<file path="src/rtl/npu_spm_defines.sv">
// Shared scratchpad-memory definitions: lane count, piggyback width,
// per-lane data type and the result-collector state encoding.
`ifndef SM_PROCESSING_ELEMENTS
`define SM_PROCESSING_ELEMENTS 16
`endif
`ifndef SM_PIGGYBACK_DATA_LEN
`define SM_PIGGYBACK_DATA_LEN 8
`endif

package npu_spm_defines;
  localparam int unsigned SM_DATA_WIDTH = 32;

  typedef logic [SM_DATA_WIDTH-1:0] sm_data_t;

  typedef enum logic {
    IDLE    = 1'b0,
    COLLECT = 1'b1
  } collector_state_t;
endpackage

</file>
<file path="src/rtl/scratchpad_memory_lane_merger.sv">
// Per-lane select: satisfied lanes take the bank read data, others keep
// the accumulator value. Purely combinational.
module scratchpad_memory_lane_merger
  import npu_spm_defines::*;
#(
  parameter int unsigned NUM_LANES = `SM_PROCESSING_ELEMENTS
) (
  input  sm_data_t [NUM_LANES-1:0] acc_data,
  input  sm_data_t [NUM_LANES-1:0] read_data,
  input  logic     [NUM_LANES-1:0] satisfied_mask,
  output sm_data_t [NUM_LANES-1:0] merged_data
);

  // Lane-wise mux between accumulated and freshly read data
  always_comb begin
    merged_data = '0;
    for (int unsigned i = 0; i < NUM_LANES; i++) begin
      merged_data[i] = satisfied_mask[i] ? read_data[i] : acc_data[i];
    end
  end

endmodule

</file>
<file path="src/rtl/scratchpad_memory_result_collector.sv">
// Scratchpad result collector: merges multi-beat bank-stage results into
// one per-instruction output and pulses sm3_valid for one cycle.
// Optional lane-overlap detection: define SM_COLLECTOR_ERROR_CHECK_EN.
module scratchpad_memory_result_collector
  import npu_spm_defines::*;
#(
  parameter int unsigned NUM_LANES = `SM_PROCESSING_ELEMENTS,
  parameter int unsigned PB_LEN    = `SM_PIGGYBACK_DATA_LEN
) (
  input  logic                     clock,
  input  logic                     reset,
  input  logic                     sm2_valid,
  input  logic                     sm2_is_store,
  input  logic     [NUM_LANES-1:0] sm2_satisfied_mask,
  input  sm_data_t [NUM_LANES-1:0] sm2_read_data,
  input  logic                     sm2_is_last_request,
  input  logic     [PB_LEN-1:0]    sm2_piggyback_data,
  output logic                     sm3_valid,
  output logic                     sm3_is_store,
  output sm_data_t [NUM_LANES-1:0] sm3_read_data,
  output logic     [PB_LEN-1:0]    sm3_piggyback_data,
  output logic                     sm3_error
);

  collector_state_t         state_q, state_d;
  sm_data_t [NUM_LANES-1:0] acc_data_q, acc_data_d;
  logic     [NUM_LANES-1:0] acc_mask_q, acc_mask_d;
  logic                     is_store_q, is_store_d;
  logic     [PB_LEN-1:0]    pb_q, pb_d;

  logic                     sm3_valid_q, sm3_valid_d;
  logic                     sm3_is_store_q, sm3_is_store_d;
  sm_data_t [NUM_LANES-1:0] sm3_read_data_q, sm3_read_data_d;
  logic     [PB_LEN-1:0]    sm3_pb_q, sm3_pb_d;

  logic                     first_beat;
  sm_data_t [NUM_LANES-1:0] base_data;
  logic     [NUM_LANES-1:0] base_mask;
  sm_data_t [NUM_LANES-1:0] merged_data;
  logic                     eff_store;
  logic     [PB_LEN-1:0]    eff_pb;

  // A first beat starts from an empty accumulator, so the last-beat merge
  // and the single-beat case share one datapath.
  assign first_beat = sm2_valid && (state_q == IDLE);
  assign base_data  = first_beat ? '0 : acc_data_q;
  assign base_mask  = first_beat ? '0 : acc_mask_q;
  assign eff_store  = first_beat ? sm2_is_store : is_store_q;
  assign eff_pb     = first_beat ? sm2_piggyback_data : pb_q;

  scratchpad_memory_lane_merger #(
    .NUM_LANES(NUM_LANES)
  ) u_lane_merger (
    .acc_data      (base_data),
    .read_data     (sm2_read_data),
    .satisfied_mask(sm2_satisfied_mask),
    .merged_data   (merged_data)
  );

  // Next-state, accumulator update and emit of the registered result
  always_comb begin
    state_d         = state_q;
    acc_data_d      = acc_data_q;
    acc_mask_d      = acc_mask_q;
    is_store_d      = is_store_q;
    pb_d            = pb_q;
    sm3_valid_d     = 1'b0;
    sm3_is_store_d  = sm3_is_store_q;
    sm3_read_data_d = sm3_read_data_q;
    sm3_pb_d        = sm3_pb_q;
    if (sm2_valid) begin
      acc_data_d = merged_data;
      acc_mask_d = base_mask | sm2_satisfied_mask;
      if (first_beat) begin
        is_store_d = sm2_is_store;
        pb_d       = sm2_piggyback_data;
      end
      if (sm2_is_last_request) begin
        state_d         = IDLE;
        sm3_valid_d     = 1'b1;
        sm3_is_store_d  = eff_store;
        sm3_read_data_d = eff_store ? '0 : merged_data;
        sm3_pb_d        = eff_pb;
      end else begin
        state_d = COLLECT;
      end
    end
  end

  // State, accumulator and output registers
  always_ff @(posedge clock or posedge reset) begin
    if (reset) begin
      state_q         <= IDLE;
      acc_data_q      <= '0;
      acc_mask_q      <= '0;
      is_store_q      <= 1'b0;
      pb_q            <= '0;
      sm3_valid_q     <= 1'b0;
      sm3_is_store_q  <= 1'b0;
      sm3_read_data_q <= '0;
      sm3_pb_q        <= '0;
    end else begin
      state_q         <= state_d;
      acc_data_q      <= acc_data_d;
      acc_mask_q      <= acc_mask_d;
      is_store_q      <= is_store_d;
      pb_q            <= pb_d;
      sm3_valid_q     <= sm3_valid_d;
      sm3_is_store_q  <= sm3_is_store_d;
      sm3_read_data_q <= sm3_read_data_d;
      sm3_pb_q        <= sm3_pb_d;
    end
  end

  assign sm3_valid          = sm3_valid_q;
  assign sm3_is_store       = sm3_is_store_q;
  assign sm3_read_data      = sm3_read_data_q;
  assign sm3_piggyback_data = sm3_pb_q;

`ifdef SM_COLLECTOR_ERROR_CHECK_EN
  logic err_q, err_d;
  logic sm3_error_q, sm3_error_d;
  logic overlap;

  // base_mask is zero on a first beat, so the sticky flag restarts there
  assign overlap = |(sm2_satisfied_mask & base_mask);

  // Sticky overlap flag, reported alongside the emit
  always_comb begin
    err_d       = err_q;
    sm3_error_d = sm3_error_q;
    if (sm2_valid) begin
      err_d = (first_beat ? 1'b0 : err_q) | overlap;
      if (sm2_is_last_request) begin
        sm3_error_d = err_d;
      end
    end
  end

  // Overlap flag registers
  always_ff @(posedge clock or posedge reset) begin
    if (reset) begin
      err_q       <= 1'b0;
      sm3_error_q <= 1'b0;
    end else begin
      err_q       <= err_d;
      sm3_error_q <= sm3_error_d;
    end
  end

  assign sm3_error = sm3_error_q;
`else
  assign sm3_error = 1'b0;
`endif

endmodule

</file>
<file path="config.mk">
export PLATFORM = sky130hd
export DESIGN_NAME = scratchpad_memory_result_collector
export DESIGN_NICKNAME = d
export VERILOG_FILES = /design/src/rtl/npu_spm_defines.sv /design/src/rtl/scratchpad_memory_lane_merger.sv /design/src/rtl/scratchpad_memory_result_collector.sv
export SDC_FILE = /design/constraint.sdc
export NUM_CORES = 2
export LEC_CHECK = 0
export BUFFER_PORTS_ARGS = -buffer_cell sky130_fd_sc_hd__clkbuf_2
export CAP_MARGIN = 10
export CELL_PAD_IN_SITES_DETAIL_PLACEMENT = 1
export CELL_PAD_IN_SITES_GLOBAL_PLACEMENT = 2
export CORE_AREA = 2 2 409 411
export DETAILED_ROUTE_END_ITERATION = 6
export DIE_AREA = 0 0 411 413
export HOLD_SLACK_MARGIN = 0.15
export PLACE_DENSITY_LB_ADDON = 0.12
export SLEW_MARGIN = 20
export SYNTH_ARGS = -nofsm -noshare
export SYNTH_HDL_FRONTEND = slang
export SYNTH_SLANG_ARGS = --single-unit
</file>
<file path="constraint.sdc">
create_clock -name clock -period 58.7 [get_ports clock]
set_clock_uncertainty 0.15 [all_clocks]
set_input_delay 2.935 -clock clock [delete_from_list [all_inputs] [get_ports clock]]
set_output_delay 2.935 -clock clock [all_outputs]
set_load 0.01 [all_outputs]
</file>
==> reports/qor.csv <==
metric;value;unit
net total in the final layout;5937;
Internal Pwr Total;0.00143;W
number of buffers inserted for hold repair after clock tree synthesis;0;
final slew viol count;0;
die height;413;um
routed wire length on met3;14000;um
Layout Area Growth over Synthesis;25.7;%
highest fanout seen on the critical path;88;
Yosys top cell by area;sky130_fd_sc_hd__dfrtp_1;
mean area per synthesized cell;9.70;um^2
worst reg2reg endpoint;sm3_read_data[313];
Boundary Pins;1064;
setup TNS after final layout;0;ns
Placeable Area;0.166;mm^2
global-route wire length before repair;261000;um
number of violations reported at the end of detailed-routing iteration 0;1951;
setup fix buffers added after clock tree synthesis;0;
sequential fraction of the synthesis area;59.3;%
class of the tightest hold or removal check;reg -> reg;
DRC Markers;0;
number of CTS-inserted buffers;132;
number of global-route vias before repair;37700;
initial standard-cell utilization of the core;26.6;%
post-synthesis cell type count;21;
count of H-tree levels built during CTS;4;
number of warnings issued by yosys;0;
number of nets with antenna violations after routing;0;
net switching power;0.000606;W
CTS tree;built;
Sequential Power Share;43.0;%
number of register bits inferred by synthesis;1044;
top routing layer in use;met5;
post-synthesis adder-cell area fraction;0;%
Worst Setup End Kind;flop;
number of instances in the synthesized netlist;4541;
most used cells in the layout excluding fill and tap cells;1060 x sky130_fd_sc_hd__clkbuf_2, 1044 x sky130_fd_sc_hd__dfrtp_1, 514 x sky130_fd_sc_hd__nor2_1;
multiplexer area fraction after synthesis;0.508;%
Final GP Congestion;0.781;
routed wl met2;85100;um
final worst hold slack;0.324;ns
VDD IR max;27.7;uV
Static Leakage;25.6;nW
Mapped Area;0.0441;mm^2
fraction of power spent switching nets;29.8;%
logic gate share of total power;16.9;%
Met1 Wirelength;73500;um
r2r setup slk;54.23;ns
startpoint of the most critical register-to-register path;state_q;
Worst-Skew Late Latency;0.76;ns
Cell Rows;150;
floorplan die width;411;um
total vias in the final route;37300;
detail-routed via count per cell;4.83;
Worst setup startpoint;sm2_valid;
final standard cell utilization of the core;33.4;%
simple logic cell fraction of the synthesized area;16.1;%
maximum number of pins on one net before global-route repair;224;
shortest clock period the worst path allows after layout;6.84;ns
setup repair after global routing missed its margin;no;
main combinational cell family by area after synthesis;compound AO/OA/AOI/OAI gates;
final setup violation count;0;
Synthesized Nets;5082;
peak clock frequency supported by timing;146;MHz
total routing resource utilization after global routing;20.5;%
number of optimization iterations in the first detailed-route pass;5;
measured slew at the worst slew-check pin;1.40;ns
number of antenna violations at the first check in global routing;85;
final setup slack of the worst path;51.86;ns
final hold violations;0;
Setup Crit Path Kind;in -> reg;
period utilisation layout;11.6;%
R2R depth;6;
CTS clk-pin slew, worst paths;0.06;ns
total power;0.00203;W
xor and xnor area share after synthesis;0;%
proportion of layout cells with a drive suffix above 1;24.3;%
number of I/O port buffers;1062;
status;finished clean;
synth top area cells;sky130_fd_sc_hd__dfrtp_1 59%, sky130_fd_sc_hd__a22oi_1 8.7%, sky130_fd_sc_hd__nor2b_1 7.3%;
maximum count of clock buffers along a single path;3;
normalized max-slew margin;7.00;%
fraction of the mapped netlist area in compound gates;20.4;%
number of maximum-capacitance constraint violations;0;
GR Overflow Total;0;
total power divided by cell area;36.7;mW/mm^2
cell at the root of the clock tree;sky130_fd_sc_hd__clkbuf_16;
crit path launch type;input pin;
leading cell type in the layout, fill and taps excluded;sky130_fd_sc_hd__clkbuf_2;
HPWL after DPL;121000;um
worst-case setup slack after placement;50.90;ns
CP arrival;7.33;ns
clock sink count;1044;
Die Outline Area;0.170;mm^2
CP endpoint;sm3_read_data[313];
drt wl/cell;23.2;um
clock share of power;40.0;%
overall routed net length;179000;um
post-CTS resize count;0;
top-area cell type share of the netlist area;59.3;%
CP required;59.20;ns
[worst max-delay path: stages]
cell and delay (ns):
sky130_fd_sc_hd__buf_8 0.18, sky130_fd_sc_hd__buf_4 0.37, sky130_fd_sc_hd__nand2b_4 0.70, sky130_fd_sc_hd__buf_4 0.84
sky130_fd_sc_hd__buf_4 0.74, sky130_fd_sc_hd__buf_4 0.81, sky130_fd_sc_hd__a22oi_1 0.20, sky130_fd_sc_hd__o21ai_0 0.22
[registers in the layout (all words and copies together) (netlist names)]
| signal | count |
|---|---|
| is_store_q | 1 |
| sm3_valid | 1 |
| sm3_is_store | 1 |
| state_q | 1 |
| sm3_piggyback_data | 8 |
| sm3_read_data | 512 |
| acc_data_q | 512 |
| pb_q | 8 |
[worst min-delay path by stage]
stage                       start            endpoint  slack (ns)  depth (start not counted)
3_5_place_dp   sm3_read_data[141]  sm3_read_data[141]        0.32                          2
6_report       sm3_read_data[141]  sm3_read_data[141]        0.32                          2
3_3_place_gp   sm3_read_data[498]  sm3_read_data[498]        0.31                          2
2_1_floorplan             pb_q[0]             pb_q[0]        0.31                          1
4_1_cts        sm3_read_data[141]  sm3_read_data[141]        0.33                          2
5_1_grt        sm3_read_data[207]  sm3_read_data[207]        0.35                          2
[per-stage QoR]
stage	std cells	cell area, um^2
finish	7721	55400
global route	7714	55400
CTS	7693	55300
detailed placement	7464	51000
global placement	7464	51000
floorplan	4541	44100
[cell usage after synthesis]
cell                       number
sky130_fd_sc_hd__clkbuf_1     250
sky130_fd_sc_hd__buf_6          1
sky130_fd_sc_hd__dfrtp_1     1044
sky130_fd_sc_hd__inv_1          1
sky130_fd_sc_hd__o21a_1         1
sky130_fd_sc_hd__mux2_2        11
sky130_fd_sc_hd__conb_1         1
sky130_fd_sc_hd__a21oi_1      512
sky130_fd_sc_hd__inv_2          1
sky130_fd_sc_hd__nand2_2        2
sky130_fd_sc_hd__mux2i_1        1
sky130_fd_sc_hd__nand2b_1       1
sky130_fd_sc_hd__buf_4          2
sky130_fd_sc_hd__nand2_1      512
sky130_fd_sc_hd__buf_1         32
sky130_fd_sc_hd__o21ai_0      512
sky130_fd_sc_hd__nor2b_1      512
sky130_fd_sc_hd__mux2_4         6
sky130_fd_sc_hd__buf_2        113
sky130_fd_sc_hd__nor2_1       514
sky130_fd_sc_hd__a22oi_1      512
[routing by layer]
metal / global-route usage, % / vias to the layer above
met5: 0 / -
met2: 33.3 / 921
li1: - / 17300
met3: 7.44 / 336
met4: 7.46 / 78
met1: 25.0 / 18600
[layout make-up]
| class | count | area [um^2] |
|---|---|---|
| fill | 19100 | 111000 |
| sequential | 1044 | 26100 |
| multi-input combinational | 3097 | 16300 |
| timing repair buffer | 1119 | 5880 |
| clock buffer | 198 | 3900 |
| tap | 2204 | 2760 |
| clock inverter | 31 | 352 |
| antenna | 26 | 65.1 |
| inverter | 2 | 15.0 |
[power by group through the flow]
stage / Sequential (W) / Combinational, W / Clock, W
after global placement: 0.000884 / 0.000349 / 0
after global routing: 0.000888 / 0.000387 / 0.000868
after detailed placement: 0.000888 / 0.000354 / 0
after floorplan: 0.000905 / 0.000166 / 0
final: 0.000875 / 0.000345 / 0.000814
after CTS: 0.000876 / 0.000354 / 0.000842
[cells by family (layout without fill, tap and decap cells)]
kind of cell           count (synthesis)  in the layout
flip-flops                          1044           1044
multiplexers                          18             18
AO/OA/AOI/OAI                       1537           1537
buffers and inverters                400           1350
other                                  1             27
AND/OR/NAND/NOR                     1541           1541
No activity file was read; power rests on OpenSTA's default activity.
